===== src/rtl/sfq_clocked_gate_n.sv =====
// Cycle-based model of an N-input RSFQ clocked gate (OR/AND/XOR) with toggle-encoded
// lines, clock-to-output latency, setup/double-pulse violation strobes and a saturating counter.
module sfq_clocked_gate_n #(
    parameter int unsigned N     = 2,
    parameter int unsigned MODE  = 0,
    parameter int unsigned DELAY = 1,
    parameter int unsigned SETUP = 2
) (
    input  logic          clk,
    input  logic          rst,
    input  logic [N-1:0]  din,
    input  logic          sfq_clk,
    output logic          out,
    output logic          out_pulse,
    output logic [N-1:0]  state,
    output logic          viol_setup,
    output logic          viol_double,
    output logic [15:0]   viol_count
);

    localparam int unsigned AW = (SETUP > 0) ? $clog2(SETUP + 1) : 1;
    localparam logic [AW-1:0] AGE_MAX = AW'(SETUP);

    logic [N-1:0]  din_q;
    logic          sfq_clk_q;
    logic [N-1:0]  state_q, state_d;
    logic [AW-1:0] age_q [N];
    logic [AW-1:0] age_d [N];
    logic          out_q, out_d;
    logic          out_pulse_q, out_pulse_d;
    logic          viol_setup_q, viol_setup_d;
    logic          viol_double_q, viol_double_d;
    logic [15:0]   viol_count_q, viol_count_d;

    logic [N-1:0]  pulse_c;
    logic [N-1:0]  young_c;
    logic          clk_ev_c;
    logic          res_c;
    logic          eval_c;
    logic          tail_c;
    logic [16:0]   cnt_sum_c;

    assign pulse_c  = din ^ din_q;
    assign clk_ev_c = sfq_clk ^ sfq_clk_q;

    // Per-input age since last pulse, saturating at SETUP
    always_comb begin
        age_d   = age_q;
        young_c = '0;
        for (int i = 0; i < N; i++) begin
            young_c[i] = (age_q[i] < AGE_MAX);
            if (pulse_c[i]) begin
                age_d[i] = '0;
            end else if (age_q[i] < AGE_MAX) begin
                age_d[i] = age_q[i] + AW'(1);
            end
        end
    end

    always_comb begin
        res_c = 1'b0;
        case (MODE)
            1:       res_c = &state_q;
            2:       res_c = ^state_q;
            default: res_c = |state_q;
        endcase
    end

    assign eval_c = clk_ev_c & res_c;

    // Result pipeline; with DELAY=1 the result goes straight to the output register
    generate
        if (DELAY <= 1) begin : g_nopipe
            assign tail_c = eval_c;
        end else begin : g_pipe
            localparam int unsigned PW = DELAY - 1;
            logic [PW-1:0] pipe_q;
            always_ff @(posedge clk) begin
                if (rst) begin
                    pipe_q <= '0;
                end else begin
                    pipe_q <= PW'({pipe_q, eval_c});
                end
            end
            assign tail_c = pipe_q[PW-1];
        end
    endgenerate

    // A pulse coincident with a clock event belongs to the next period
    always_comb begin
        state_d       = clk_ev_c ? pulse_c : (state_q | pulse_c);
        viol_double_d = ~clk_ev_c & (|(pulse_c & state_q));
        viol_setup_d  = clk_ev_c & (SETUP != 0) & ((|(state_q & young_c)) | (|pulse_c));
        out_pulse_d   = tail_c;
        out_d         = out_q ^ tail_c;
        cnt_sum_c     = {1'b0, viol_count_q} + 17'(viol_setup_d) + 17'(viol_double_d);
        viol_count_d  = cnt_sum_c[16] ? 16'hFFFF : cnt_sum_c[15:0];
    end

    always_ff @(posedge clk) begin
        if (rst) begin
            din_q         <= din;
            sfq_clk_q     <= sfq_clk;
            state_q       <= '0;
            for (int i = 0; i < N; i++) age_q[i] <= AGE_MAX;
            out_q         <= 1'b0;
            out_pulse_q   <= 1'b0;
            viol_setup_q  <= 1'b0;
            viol_double_q <= 1'b0;
            viol_count_q  <= '0;
        end else begin
            din_q         <= din;
            sfq_clk_q     <= sfq_clk;
            state_q       <= state_d;
            for (int i = 0; i < N; i++) age_q[i] <= age_d[i];
            out_q         <= out_d;
            out_pulse_q   <= out_pulse_d;
            viol_setup_q  <= viol_setup_d;
            viol_double_q <= viol_double_d;
            viol_count_q  <= viol_count_d;
        end
    end

    assign out         = out_q;
    assign out_pulse   = out_pulse_q;
    assign state       = state_q;
    assign viol_setup  = viol_setup_q;
    assign viol_double = viol_double_q;
    assign viol_count  = viol_count_q;

endmodule

===== config.mk =====
export PLATFORM = sky130hd
export DESIGN_NAME = sfq_clocked_gate_n
export DESIGN_NICKNAME = d
export VERILOG_FILES = /design/src/rtl/sfq_clocked_gate_n.sv
export SDC_FILE = /design/constraint.sdc
export NUM_CORES = 1
export LEC_CHECK = 0
export ABC_AREA = 1
export ABC_CLOCK_PERIOD_IN_PS = 2800
export CAP_MARGIN = 40
export CORE_ASPECT_RATIO = 1.1
export CORE_MARGIN = 2
export CORE_UTILIZATION = 45
export DETAILED_ROUTE_END_ITERATION = 8
export GPL_ROUTABILITY_DRIVEN = 0
export PLACE_DENSITY = 0.69
export SLEW_MARGIN = 30
export SYNTH_ARGS = -nofsm -noshare
export SYNTH_HDL_FRONTEND = slang
export SYNTH_SLANG_ARGS = --single-unit

===== constraint.sdc =====
create_clock -name clk -period 2.8 [get_ports clk]
set_input_delay 0.42 -clock clk [delete_from_list [all_inputs] [get_ports clk]]
set_output_delay 0.42 -clock clk [all_outputs]
set_load 0.02 [all_outputs]

Word-level counts from Yosys, hierarchy flattened
Index checks and enable logic that the tools add are counted.
- add/sub/neg operators: 4
- $lt $le $gt $ge: 2
- mux-type cells: 6
- bitwise operators: 11
- reductions and logical operators: 8
- operators with widths (operator ; number):
    16-bit by 1-bit adder with 17-bit output ; 1
    17-bit by 1-bit adder with 17-bit output ; 1
    16-bit two-way mux ; 1
    2-bit OR reduction ; 6
    2-bit two-way mux ; 5
    2-bit by 1-bit adder with 2-bit output, second input constant ; 2
    2-bit AND ; 2
    2-bit < comparator, second input constant ; 2
    2-bit nonzero test ; 2
    1-bit AND ; 3
    2-bit bitwise OR ; 1
    1-bit XOR ; 2
    2-bit XOR ; 1
    1-bit NOT ; 1
    1-bit bitwise OR ; 1
- register bits: 29
- bits of input ports: 5
- output and inout bits: 22
- word-level logic and storage cells: 43

Longest topological paths before layout
Gate-level depths: netlist of the first run.
- word-level depth: 8
- gate-level depth with buffers: 17
- depth with buffers taken out: 16

Worst setup path before layout of the first run
No wires, ideal clock.
- kind: reg-to-reg
- from: register state_q[1], in the netlist state[1]
- to: register viol_count_q[14], in the netlist viol_count[14]
- setup time: 0.056 ns
- data arrival time: 2.195 ns
- required time: 2.744 ns
- setup slack: 0.549 ns
- cell stages (with the launch flop): 16
- path buffers: 1
- period minus slack after synthesis: 2.251 ns
- path through: dfxtp_1 > inv_1 > o22ai_1 > o21ai_0 > fa_1 > inv_1 > ha_1 > nand3_2 > inv_2 > nand2_4 > nor2_4 > nand2_4 > buf_12 > nand3_2 > nand2_1 > inv_1
- longest elaborated chain between the ends: 7
- elaborated cells between the ends (all ways): 10
- those cells by class: 2 x add/sub; 1 x mux; 5 x bitwise; 2 x reduce/logical
- RTL lines (element ; line ; RTL):
    from (decl) ; 26 ; logic [N-1:0] state_q, state_d;
    from (signal assigned) ; 114 ; state_q <= state_d;
    2-bit AND ; 93 ; viol_setup_d = clk_ev_c & (SETUP != 0) & ((|(state_q & young_c)) | (|pulse_c));
    2-bit OR reduction ; 93 ;
    1-bit bitwise OR ; 93 ;
    1-bit AND ; 93 ;
    16-bit by 1-bit adder with 17-bit output ; 96 ; cnt_sum_c = {1'b0, viol_count_q} + 17'(viol_setup_d) + 17'(viol_double_d);
    17-bit by 1-bit adder with 17-bit output * ; 96 ;
    16-bit two-way mux * ; 97 ; viol_count_d = cnt_sum_c[16] ? 16'hFFFF : cnt_sum_c[15:0];
    to (signal assigned) ; 120 ; viol_count_q <= viol_count_d;
    to (decl) ; 33 ; logic [15:0] viol_count_q, viol_count_d;
Every way passes the cells marked *; elsewhere a longest branch is shown, timed or not.
A chain may end at the register's enable or synchronous reset.

Worst setup path in the final report of the first run
- from: input port din[0]
- to: register viol_count_q[0], in the netlist viol_count[0]
- longest elaborated chain between the ends: 7
- elaborated cells between the ends (all ways): 10
- those cells by class: 2 x add/sub; 1 x mux; 5 x bitwise; 2 x reduce/logical
- RTL lines (element ; line ; RTL):
    from (decl) ; 11 ; input logic [N-1:0] din,
    2-bit XOR * ; 43 ; assign pulse_c = din ^ din_q;
    2-bit OR reduction ; 93 ;
    1-bit bitwise OR ; 93 ;
    1-bit AND ; 93 ;
    16-bit by 1-bit adder with 17-bit output ; 96 ;
    17-bit by 1-bit adder with 17-bit output * ; 96 ;
    16-bit two-way mux * ; 97 ;
Marks and branches as above.

==> flow_summary.ini, run 1 <==
[cells_and_area]
post-route-util_pct = 59.6
drive_above_1_share_pct = 18.0
num_antenna_cells = 0
syn_to_final_growth_pct = 29.0
nFillCells = 273
final_nets = 217
postLayoutCellArea_um2 = 1790

[worst_hold_path]
hold_path.class = reg2reg
min_from = age_q[2]
hold-path-cell-count = 2
worstHoldEndpoint = age_q[2]

[detailed_routing]
drc = 0
ant_nets = 0
drt-total-wl_um = 2850
drt_iter0_markers = 30
vias_per_cell = 4.80
dr.pass1.iters = 4
avgRoutedWirePerCell_um = 11.6
vias = 1175

[clock_tree]
clk_pin_slew_ns = 0.09
cts_buffers = 5
cts_root_buf = clkbuf_4
cts_tree = yes
post_cts_buffers = 0
h-tree-depth = 2
clk_path_buf_depth = 2
clkSinkCount = 29
cts_resized = 0
cts-hold-fix-buffers = 0
clk_latency_ns = 0.33

[die]
initial_core_util_pct = 46.2
die_area_um2 = 3540
die_w_um = 56.9
row_count = 21
die_height_um = 62.2
coreArea_um2 = 3000
ios = 27

[critical_path]
critPathRequiredTime_ns = 3.07
worstPathArrival_ns = 2.73
crit_type = in2reg
path_max_fanout = 8
end_kind = flip-flop
rr_endpoint = viol_count[0]
rr_worst_depth = 13
ff2ff_setup_slack_ns = 0.48
worstReg2RegStart = state[1]
cp-start-kind = primary input

[place]
dpl_cell_area_um2 = 1720
io_buffers = 26
place_hpwl_um = 2130
post-place-ws_ns = -0.0187

[timing]
post-route-period-util_pct = 87.9
fmax_ghz = 0.406
rsz0062_at_grt = no
slew_headroom_pct = 74.0
fin_crit_ns = 2.46
setup_viol = 0
final.setup_skew_ns = 0.00313
drv_slew = 0
setup_ws_ns = 0.340
worst_pin_slew_ns = 0.386
hold_viol = 0

[global_routing]
grt_pass1_vias = 1245
groute.usage.overall_pct = 18.1
antenna_found_initial = 0
grt_pass1_wl_um = 5060
grt_max_degree = 16
grt_overflow = 0

[logic_synthesis]
synth_edf_count = 0
yosysSeqAreaShare_pct = 42.0
synth.most_common_cell = nand2_1
synth_flop_cell = dfxtp_1
yosys-top-cells-count = nand2_1, dfxtp_1, inv_1
postSynthCellCount = 173
synthTopCellsByArea = dfxtp_1, nand2_1, inv_1
syn-num-nets = 180
synth_top_cell_by_area = dfxtp_1
synthArstFlopShare_pct = 0
yosysUniqueCellTypes = 28
syn_area_um2 = 1380
syn_area_per_cell_um2 = 8.00
ys_ff_latch = 29
synth_top_area_share_pct = 42.0
ys.warnings.count = 0

[pwr]
ir_worst_vdd_uv = 468
p_leak_nw = 0.810
powerDensity_nw_per_um2 = 484

[job]
cap_viol_max_count = 0

[status]
status = complete, no violations
[registers in the layout, indices dropped and copies added, names as in the netlist]
register     cells
viol_setup       1
sfq_clk_q        1
age_q            4
out_pulse        1
out              1
din_q            2
viol_double      1
state            2
viol_count      16
[kinds of logic (layout without fill, tap and decap cells)]
kind of cell               after synthesis  after routing  share of synthesized area (%)
AOI/OAI and AO/OA                       24             24                           11.3
xor gates and xnor gates                10             10                           6.33
and+or+nand+nor                         78             78                           28.1
buffers and inverters                   30             68                           9.95
DFF                                     29             29                           42.0
adders and majority gates                2              2                           2.35
[cells in the final DEF (no fill, tap or decap), drive strengths merged]
cell	n
and3	1
nand2	43
o22ai	2
xor2	6
a21oi	13
fa	1
nand4	1
nor3	1
clkbuf	7
dfxtp	29
o21ai	9
buf	7
or2	1
clkdlybuf4s50	26
clkinv	1
nand3	12
nand3b	1
inv	27
ha	1
xnor2	4
nor2	18
[final cells by class]
class                      instances  area (um^2)  share of cell area [%]
timing repair buffer              33          325                    18.2
clock buffer                       7         65.1                    3.64
multi-input combinational        114          666                    37.3
sequential                        29          581                    32.5
clock inverter                     1         5.00                   0.280
inverter                          27          101                    5.68
tap                               34         42.5                    2.38
[worst max-delay path, cell delays in order]
cell	delay (ns)
clkdlybuf4s50_1	0.43
xnor2_1	0.18
nand2_1	0.07
o21ai_0	0.14
fa_1	0.45
inv_1	0.09
ha_1	0.18
nand3_2	0.13
inv_2	0.09
nand2_4	0.06
nor2_4	0.11
nand2_4	0.10
buf_4	0.16
a21oi_2	0.11
[worst max-delay path by stage]
| stage | startpoint | endpoint | slack [ns] | cells past startpoint |
|---|---|---|---|---|
| finish | din[0] | viol_count[0] | 0.34 | 14 |
| global route | sfq_clk | viol_count[5] | 0.07 | 14 |
| CTS | sfq_clk | viol_count[0] | 0.33 | 14 |
| detailed placement | din[0] | viol_count[0] | -0.02 | 14 |
| global placement | din[1] | viol_count[0] | 0.04 | 14 |
| floorplan | state[1] | viol_count[14] | 0.55 | 15 |
[per-layer routing]
layer / track usage (%) / vias to the layer above / wire length, um
met5: 0 / - / 0
met4: 8.72 / 0 / 47
met3: 4.79 / 6 / 146
met2: 32.0 / 30 / 1420
met1: 19.8 / 523 / 1230
li1: - / 616 / -
[report_power, final]
part	switching [mW]	leakage, nW	internal (mW)	total, mW
Clock	0.148	0.0413	0.145	0.293
Combinational	0.0650	0.531	0.0581	0.123
Sequential	0.0139	0.237	0.433	0.447
[stage by stage]
stage	instances	hold slack [ns]	setup TNS, ns	power [mW]
6_report	245	0.461	0	0.863
5_1_grt	245	0.506	0	0.906
4_1_cts	245	0.458	0	0.875
3_5_place_dp	237	0.445	-0.0456	0.581
3_3_place_gp	237	0.442	0	0.580
2_1_floorplan	173	0.434	0	0.528
(Power assumes the default switching activity.)
==> run 2, diff against run 1 <==
- CORE_MARGIN: 2 -> unset
==> flow_summary.ini, run 2 (synthesized netlist as in run 1, its figures left out) <==
[cells_and_area]
seq_area_um2 = 581
largest_register_ffs = 16
syn_to_final_growth_pct = 27.3
num_antenna_cells = 0
multiInputGateArea_um2 = 666
drive_above_1_share_pct = 16.8
final_common_cell = nand2_1
final_nets = 214
final_cell_mix = nand2_1, dfxtp_1, clkdlybuf4s50_1
nFillCells = 279

[detailed_routing]
drc = 0
drt_iter0_markers = 37
dr.pass1.iters = 4
vias = 1181
ant_nets = 0
avgRoutedWirePerCell_um = 11.0
vias_per_cell = 4.90
drt-total-wl_um = 2640

[worst_hold_path]
min_from = age_q[2]
worstHoldEndpoint = age_q[2]
hold_path.class = reg2reg
hold-path-cell-count = 2

[timing]
setup_viol = 0
fmax_ghz = 0.403
setup_ws_ns = 0.316
timing.hold.ws_ns = 0.461
hold_viol = 0
final.setup_skew_ns = 0.0103
drv_slew = 0
worst_pin_slew_ns = 0.372
post-route-period-util_pct = 88.7
rsz0062_at_grt = no
fin_crit_ns = 2.48
slew_headroom_pct = 75.0

[critical_path]
cp_common_cell = nand2_4
worstReg2RegStart = state[1]
cp_num_buf_inv = 4
rr_worst_depth = 13
crit_chain = clkdlybuf4s50_1, xnor2_1, o22ai_1, nand2_1, fa_1, inv_1, ha_1, nand3_2, inv_2, nand2_4, nor2_4, nand2_4, buf_12, a21oi_2
path_max_fanout = 8
cp-start-kind = primary input
critPathRequiredTime_ns = 3.06
end_kind = flip-flop
worstPathArrival_ns = 2.74
rr_endpoint = viol_count[5]
cp_top_family = buffers and inverters
crit_type = in2reg
ff2ff_setup_slack_ns = 0.47
critical-path-slowest-cell = clkdlybuf4s50_1
cp_slowest_stage_delay_ns = 0.43

[global_routing]
groute.usage.overall_pct = 19.1
grt_max_degree = 16
grt_pass1_vias = 995
antenna_found_initial = 0
grt_overflow = 0
grt_pass1_wl_um = 4350

[clock_tree]
cts_root_buf = clkbuf_4
clk_pin_slew_ns = 0.09
h-tree-depth = 2
clk_path_buf_depth = 2
clk_latency_ns = 0.33
cts-hold-fix-buffers = 0
clkSinkCount = 29
cts_resized = 0
cts_tree = yes
post_cts_buffers = 0
cts_buffers = 5

[die]
row_count = 20
coreArea_um2 = 2850
initial_core_util_pct = 48.5
die_w_um = 54.9
die_area_um2 = 3300
die_height_um = 60.2
ios = 27

[pwr]
powerDensity_nw_per_um2 = 485
ir_worst_vdd_uv = 381
p_leak_nw = 0.795

[place]
place_hpwl_um = 2020
post-place-ws_ns = -0.0378
io_buffers = 26

[job]
cap_viol_max_count = 0

[status]
status = complete, no violations
## run 2: cell count changes in the layout (fill, tap and decap cells not counted), sizes merged
| cell | change |
|---|---|
| buf | -3 |
## run 2: tightest hold or removal path, cell delays in order, from the launching register on
cell     delay (ns)
dfxtp_1        0.31
nand2_1        0.06
a21oi_1        0.05
## run 2: worst max-delay path by stage
stage | endpoint | slack, ns | depth (start not counted) | start
after CTS | viol_count[5] | 0.31 | 14 | din[0]
after global routing | viol_count[5] | 0.17 | 16 | sfq_clk
after global placement | viol_count[6] | 0.02 | 14 | sfq_clk
after floorplan | viol_count[14] | 0.55 | 15 | state[1]
final | viol_count[5] | 0.32 | 14 | din[1]
after detailed placement | viol_count[5] | -0.04 | 14 | din[0]
## run 2: per-stage QoR
step	cell area [um^2]	std cells	util, %	power (mW)	setup TNS, ns
floorplan	1380	173	-	0.528	0
global placement	1690	233	59.3	0.575	0
detailed placement	1690	233	59.3	0.578	-0.0926
CTS	1760	241	61.8	0.869	0
global route	1760	241	61.8	0.907	0
finish	1760	241	61.8	0.855	0
## run 2: layout make-up
class | count | area share [%]
Clock buffer | 7 | 3.69
Clock inverter | 1 | 0.284
Inverter | 27 | 5.75
Multi-Input combinational cell | 114 | 37.8
Sequential cell | 29 | 33.0
Tap cell | 33 | 2.34
Timing Repair Buffer | 30 | 17.2
## run 2: where the power goes
part	switching (mW)	internal, mW
registers	0.0134	0.433
logic	0.0630	0.0572
clock network	0.143	0.145
## run 2: per-layer routing
metal	routed length [um]	GRT usage (%)
met1	1190	22.9
met2	1230	28.7
met3	167	7.38
met4	58	9.89
met5	0	0
==> run 3, diff against run 2 <==
- HOLD_SLACK_MARGIN: unset -> 0.15
- TNS_END_PERCENT: unset -> 50
==> results of run 3 <==
The final DEF is identical to that of run 2; final timing and power are the same.
